===== config.mk =====
export PLATFORM = sky130hd
export DESIGN_NAME = uart_byte_tx
export DESIGN_NICKNAME = d
export VERILOG_FILES = /design/src/rtl/uart_byte_tx.sv
export SDC_FILE = /design/constraint.sdc
export NUM_CORES = 1
export LEC_CHECK = 0
export CAP_MARGIN = 30
export CORE_MARGIN = 5
export CORE_UTILIZATION = 56
export DETAILED_ROUTE_END_ITERATION = 16
export PLACE_DENSITY = 0.88
export SYNTH_ARGS = -nofsm -noshare
export SYNTH_HDL_FRONTEND = slang
export SYNTH_SLANG_ARGS = --single-unit

===== constraint.sdc =====
create_clock -name clk -period 2.4 [get_ports clk]
set_input_delay 0.36 -clock clk [delete_from_list [all_inputs] [get_ports clk]]
set_output_delay 0.36 -clock clk [all_outputs]
set_load 0.005 [all_outputs]

===== src/rtl/uart_byte_tx.sv =====
// 8N1 UART transmitter, LSB first, one byte per valid/ready handshake.
// The serial line and the done pulse are registered so tx never glitches.
module uart_byte_tx #(
    parameter int CLK_FREQ = 50_000_000,
    parameter int BAUD     = 9600,
    parameter int BAUD_DIV = CLK_FREQ / BAUD
) (
    input  logic       clk,
    input  logic       rst_n,
    input  logic [7:0] tx_data,
    input  logic       tx_valid,
    output logic       tx_ready,
    output logic       tx,
    output logic       tx_busy,
    output logic       tx_done
);

    localparam int CNT_W = (BAUD_DIV > 2) ? $clog2(BAUD_DIV) : 1;
    localparam logic [CNT_W-1:0] CNT_LAST = CNT_W'(BAUD_DIV - 1);
    localparam logic [CNT_W-1:0] CNT_PRE  = CNT_W'(BAUD_DIV - 2);

    typedef enum logic [1:0] {
        S_IDLE,
        S_START,
        S_DATA,
        S_STOP
    } state_t;

    state_t            state_q, state_d;
    logic [CNT_W-1:0]  cnt_q, cnt_d;
    logic [2:0]        bit_idx_q, bit_idx_d;
    logic [7:0]        shift_q, shift_d;
    logic              tx_q, tx_d;
    logic              done_q, done_d;
    logic              bit_end;

    assign bit_end = (cnt_q == CNT_LAST);

    always_comb begin
        state_d   = state_q;
        cnt_d     = cnt_q;
        bit_idx_d = bit_idx_q;
        shift_d   = shift_q;
        tx_d      = tx_q;
        done_d    = 1'b0;
        case (state_q)
            S_IDLE: begin
                cnt_d = '0;
                tx_d  = 1'b1;
                if (tx_valid) begin
                    shift_d   = tx_data;
                    bit_idx_d = 3'd0;
                    state_d   = S_START;
                    tx_d      = 1'b0;
                end
            end
            S_START: begin
                if (bit_end) begin
                    cnt_d   = '0;
                    state_d = S_DATA;
                    tx_d    = shift_q[0];
                end else begin
                    cnt_d = cnt_q + CNT_W'(1);
                end
            end
            S_DATA: begin
                if (bit_end) begin
                    cnt_d   = '0;
                    shift_d = {1'b0, shift_q[7:1]};
                    // The next line level is the bit about to become shift[0].
                    if (bit_idx_q == 3'd7) begin
                        state_d = S_STOP;
                        tx_d    = 1'b1;
                    end else begin
                        bit_idx_d = bit_idx_q + 3'd1;
                        tx_d      = shift_q[1];
                    end
                end else begin
                    cnt_d = cnt_q + CNT_W'(1);
                end
            end
            S_STOP: begin
                // Registered pulse: raise it one count early so it is high on the final stop clock.
                done_d = (cnt_q == CNT_PRE);
                if (bit_end) begin
                    cnt_d   = '0;
                    state_d = S_IDLE;
                end else begin
                    cnt_d = cnt_q + CNT_W'(1);
                end
            end
            default: begin
                state_d = S_IDLE;
                cnt_d   = '0;
                tx_d    = 1'b1;
            end
        endcase
    end

    always_ff @(posedge clk or negedge rst_n) begin
        if (!rst_n) begin
            state_q   <= S_IDLE;
            cnt_q     <= '0;
            bit_idx_q <= 3'd0;
            shift_q   <= 8'd0;
            tx_q      <= 1'b1;
            done_q    <= 1'b0;
        end else begin
            state_q   <= state_d;
            cnt_q     <= cnt_d;
            bit_idx_q <= bit_idx_d;
            shift_q   <= shift_d;
            tx_q      <= tx_d;
            done_q    <= done_d;
        end
    end

    assign tx_ready = (state_q == S_IDLE);
    assign tx_busy  = !tx_ready;
    assign tx       = tx_q;
    assign tx_done  = done_q;

endmodule


## Word level (Yosys, flattened, before mapping)

Cells that the tools add are included.

- Bits in registers: 28
- Bits of input ports: 11
- Output and inout port bits: 4

- Add/subtract/negate cells: 2
- Equality and inequality tests: 12
- Muxes and demuxes: 21
- Reductions and logical operators: 9

Operator list:

| kind | count |
|---|---|
| 13-bit equality test, second input constant | 2 |
| 13-bit one-hot mux with 2 select lines | 1 |
| 8-bit 2-to-1 mux | 2 |
| 8-bit one-hot mux with 2 select lines | 1 |
| 13-bit by 1-bit adder with 13-bit output, second input constant | 1 |
| 13-bit 2-to-1 mux | 1 |
| 2-bit != test, second input constant | 6 |
| 2-bit 2-to-1 mux | 5 |
| 3-bit 2-to-1 mux | 3 |
| 2-bit one-hot mux with 4 select lines | 1 |
| 3-bit one-hot mux with 2 select lines | 1 |
| 3-bit AND reduction | 2 |
| 1-bit 2-to-1 mux | 5 |
| 5-bit AND reduction | 1 |
| 2-bit equality test, second input constant | 2 |
| 4-bit AND reduction | 1 |
| 3-bit by 1-bit adder with 3-bit output, second input constant | 1 |
| 3-bit equality test, second input constant | 1 |
| 1-bit one-hot mux with 3 select lines | 1 |
| 3-bit nonzero test | 1 |
| 3-bit OR reduction | 1 |
| 2-bit by 1-bit equality test with 1-bit output, second input constant | 1 |
| 2-bit logical NOT | 1 |
| 2-bit nonzero test | 1 |
| 1-bit logical NOT | 1 |

## Logic depth before layout (Yosys ltp)

- Word-level depth: 4
- Gate-level depth with buffers: 7
- Gate-level depth less buffers: 6

## Worst setup path before layout

No wires, ideal clock.

- Path kind: register to register
- Start point: register cnt_q[5]
- End point: register shift_q[1]
- Data arrival time: 1.717 ns
- Data required time: 2.277 ns
- Setup slack: 0.561 ns
- Stages on the path, launching flop included: 5
- Buffers on the path: 0
- Cell sequence: dfrtp_1 or4b_4 nor4_1 nand2_1 o221a_2

- Longest elaborated chain between the ends: 3

RTL lines:

| what | line | source |
|---|---|---|
| from (decl) | 30 | `logic [CNT_W-1:0] cnt_q, cnt_d;` |
| from (signal assigned) | 110 | `cnt_q <= cnt_d;` |
| 13-bit equality test | 37 | `assign bit_end = (cnt_q == CNT_LAST);` |
| 2-bit != test (no source line) | - |  |
| 3-bit AND reduction (no source line) | - |  |
| to (signal assigned) | 112 | `shift_q <= shift_d;` |
| to (decl) | 32 | `logic [7:0] shift_q, shift_d;` |

Every way passes these cells.
A chain may end at the register's enable or synchronous reset.

## Worst setup path after layout

- Start point: register state_q[0]
- End point: output port tx_ready

- Longest elaborated chain between the ends: 1

RTL lines:

| what | line | source |
|---|---|---|
| from (decl) | 29 | `state_t state_q, state_d;` |
| from (signal assigned) | 109 | `state_q <= state_d;` |
| 2-bit logical NOT | 118 | `assign tx_ready = (state_q == S_IDLE);` |
| to (decl) | 12 | `output logic tx_ready,` |

Every way passes these cells.

==> metrics.txt <==
fin util 65.0%; routability cong. 0.838; Total GRT Usage 16.6%; worst path cell trace inv_1, ha_1, clkdlybuf4s50_1; Post-Layout Cell Count 201; Placeable Area 0.00271 mm^2; design area 0.00176 mm^2; final period utilization 93.2%; CTS Buf Count 3; cell depth of the worst flop-to-flop path 6; worst path required time 2.04 ns; post-synth net total 175; Ports 15; final hold violation count 0; Starting Density 57.6%; P_sw 151 uW; cell leakage power 0.000761 uW; mapped cell area 0.00156 mm^2; number of enable flip-flop cells after synthesis 0; hold crit path type in2async; clock power share 31.4%; Net Sw Frac 20.5%; largest net degree at the start of global routing 29; 1st-pass router iterations 6; status completed; Hold Buf Count CTS 0; vias in the first global route 1179; Worst-Margin Slew 0.482 ns; clk_lat worst skew 0.33 ns; Remaining DRCs 0; Synth Instances 155; CTS H-tree lvls 1; number of clock sinks 28; Logic pwr share 4.1%; Placement Setup Slack 0.302 ns; RSZ-0062 raised after global routing no; HPWL after DPL 2.15 mm; Clock Root Buffer clkbuf_4; f_max 447 MHz; Async SR Flop Fraction 100%; die area 0.00394 mm^2; register area 702 um^2; Die Ht 62.8 um; deepest clock path buffer count 2; grt total ovfl 0; Post CTS Setup Buffer Count 0; WL final 2.95 mm; sequential fraction of the synthesis area 45.0%; area grow syn2layout 12.8%; Cell Int Power 584 uW; final net count 191; IR drop worst, VDD 0.371 mV; Setup-failing EPs final 0; Die X 62.8 um; initial antenna violation count 0; Fin Clk Skew 0.0108 ns; fillers 220; area occupied by multi-input gates 796 um^2; PnR worst setup slack 0.164 ns; CP max stage cell clkdlybuf4s50_1; fraction of layout cells with a size suffix above 1 17.1%; DRT iter0 DRCs 50; CP Capture Type output port; Slowest Stage Delay on Critical Path 0.58 ns; placed inst area 0.00173 mm^2; DR vias 1215; sequential power share 64.5%; Clk pin slew, worst setup/hold paths 0.15 ns; ANT nets after route 0; count of cell types in the netlist 36; first-pass GRT wire length 5.32 mm; Synth warnings 0; CTS tree yes; Final Slew Violations 0; post-CTS sizing 0; via/cell ratio 6.04; PwrDens 417 mW/mm^2; num rows 19; wire length per cell 14.7 um; worst path arrival time 1.88 ns; Tmin final 2.24 ns; Yosys reg bits 28; Antenna Cells 0; synthesized area per cell 10.1 um^2; dpl cells 197; crit-path max FO 11; setup TNS 0 ns; worst setup path class reg2out; max cap viols 0; port bufs 14; slew margin rel. 67.9%; crit start category flop; Most used DFF post-synth dfrtp_1
[layout by cell type (no fill, tap or decap), types with 2 or more instances in the layout]
| cell type | instances |
|---|---|
| buf_4 | 2 |
| o221a_2 | 7 |
| o211ai_1 | 4 |
| a21oi_1 | 2 |
| nor4_1 | 5 |
| dfrtp_1 | 27 |
| clkdlybuf4s50_1 | 14 |
| nand4_1 | 5 |
| nand3_1 | 7 |
| nor3_1 | 3 |
| clkbuf_4 | 3 |
| inv_1 | 9 |
| or2_2 | 8 |
| nand2_1 | 13 |
| ha_1 | 9 |
| nor2_1 | 18 |
| xnor2_1 | 10 |
| nand2b_1 | 3 |
| o21ai_0 | 2 |
| nor2b_1 | 2 |
[area by class of cell]
class	instances	area share, %
Multi-Input combinational cell	113	45.2
Sequential cell	28	39.8
Timing Repair Buffer	16	8.81
Tap cell	31	2.20
Clock buffer	4	2.06
Inverter	9	1.92
[synthesized netlist by cell type (2+ instances only)]
cell / n / share of area (%)
a21oi_1: 2 / 0.64
clkbuf_1: 3 / 0.72
dfrtp_1: 27 / 43
ha_1: 9 / 7.2
inv_1: 9 / 2.2
nand2_1: 13 / 3.1
nand2b_1: 3 / 1.2
nand3_1: 7 / 2.2
nand4_1: 5 / 2.0
nor2_1: 18 / 4.3
nor2b_1: 2 / 0.80
nor3_1: 3 / 0.96
nor4_1: 5 / 2.0
o211ai_1: 4 / 1.9
o21ai_0: 2 / 0.64
o221a_2: 7 / 5.0
or2_2: 8 / 3.2
xnor2_1: 10 / 5.6
[worst max-delay path, delay by kind of cell, from the launching register on]
kind                     cells  cell delay (ns)
adder cells (fa/ha/maj)      1             0.39
buffers and inverters        2             0.72
flip-flops                   1             0.44
[per-stage QoR]
step | power, uW | hold WS [ns]
2_1_floorplan | 485 | 0.0644
3_3_place_gp | 513 | 0.493
3_5_place_dp | 514 | 0.511
4_1_cts | 745 | 0.375
5_1_grt | 771 | 0.376
6_report | 735 | 0.371
[per-layer routing]
layer / track usage, % / wire length [um]
met1: 21.4 / 1310
met2: 26.3 / 1430
met3: 3.24 / 121
met4: 8.22 / 78
met5: 0 / 0
[final timing paths]
check / from / to / slack, ns
min in group clk: cnt_q[0] / cnt_q[0] / 0.53
setup reg to reg: state_q[0] / shift_q[4] / 0.30
hold / removal: rst_n / bit_idx_q[0] / 0.37
hold reg to reg: cnt_q[0] / cnt_q[0] / 0.53
max in group asynchronous: rst_n / tx / 1.73
setup / recovery: state_q[0] / tx_ready / 0.16
[registers in the layout, indices dropped and copies added (netlist names)]
register   cells
cnt_q         13
tx             1
tx_done        1
bit_idx_q      3
shift_q        8
state_q        2
[power by group through the flow]
stage | clock (uW) | combinational, uW | sequential [uW]
finish | 231 | 30.1 | 474
global placement | 0 | 30.1 | 483
CTS | 240 | 31.0 | 474
floorplan | 0 | 1.76 | 483
detailed placement | 0 | 31.1 | 483
global route | 263 | 33.5 | 474
[cell families (layout without fill, tap and decap cells)]
logic type,count (synthesis),after routing,synth area share (%)
mux,2,2,1.68
simple gates,69,69,23.7
buf+inv,14,29,4.09
fa+ha+maj,9,9,7.21
compound gates,22,22,12.2
xor+xnor,11,11,6.17
flops,28,28,45.0
(Power assumes the default switching activity.)
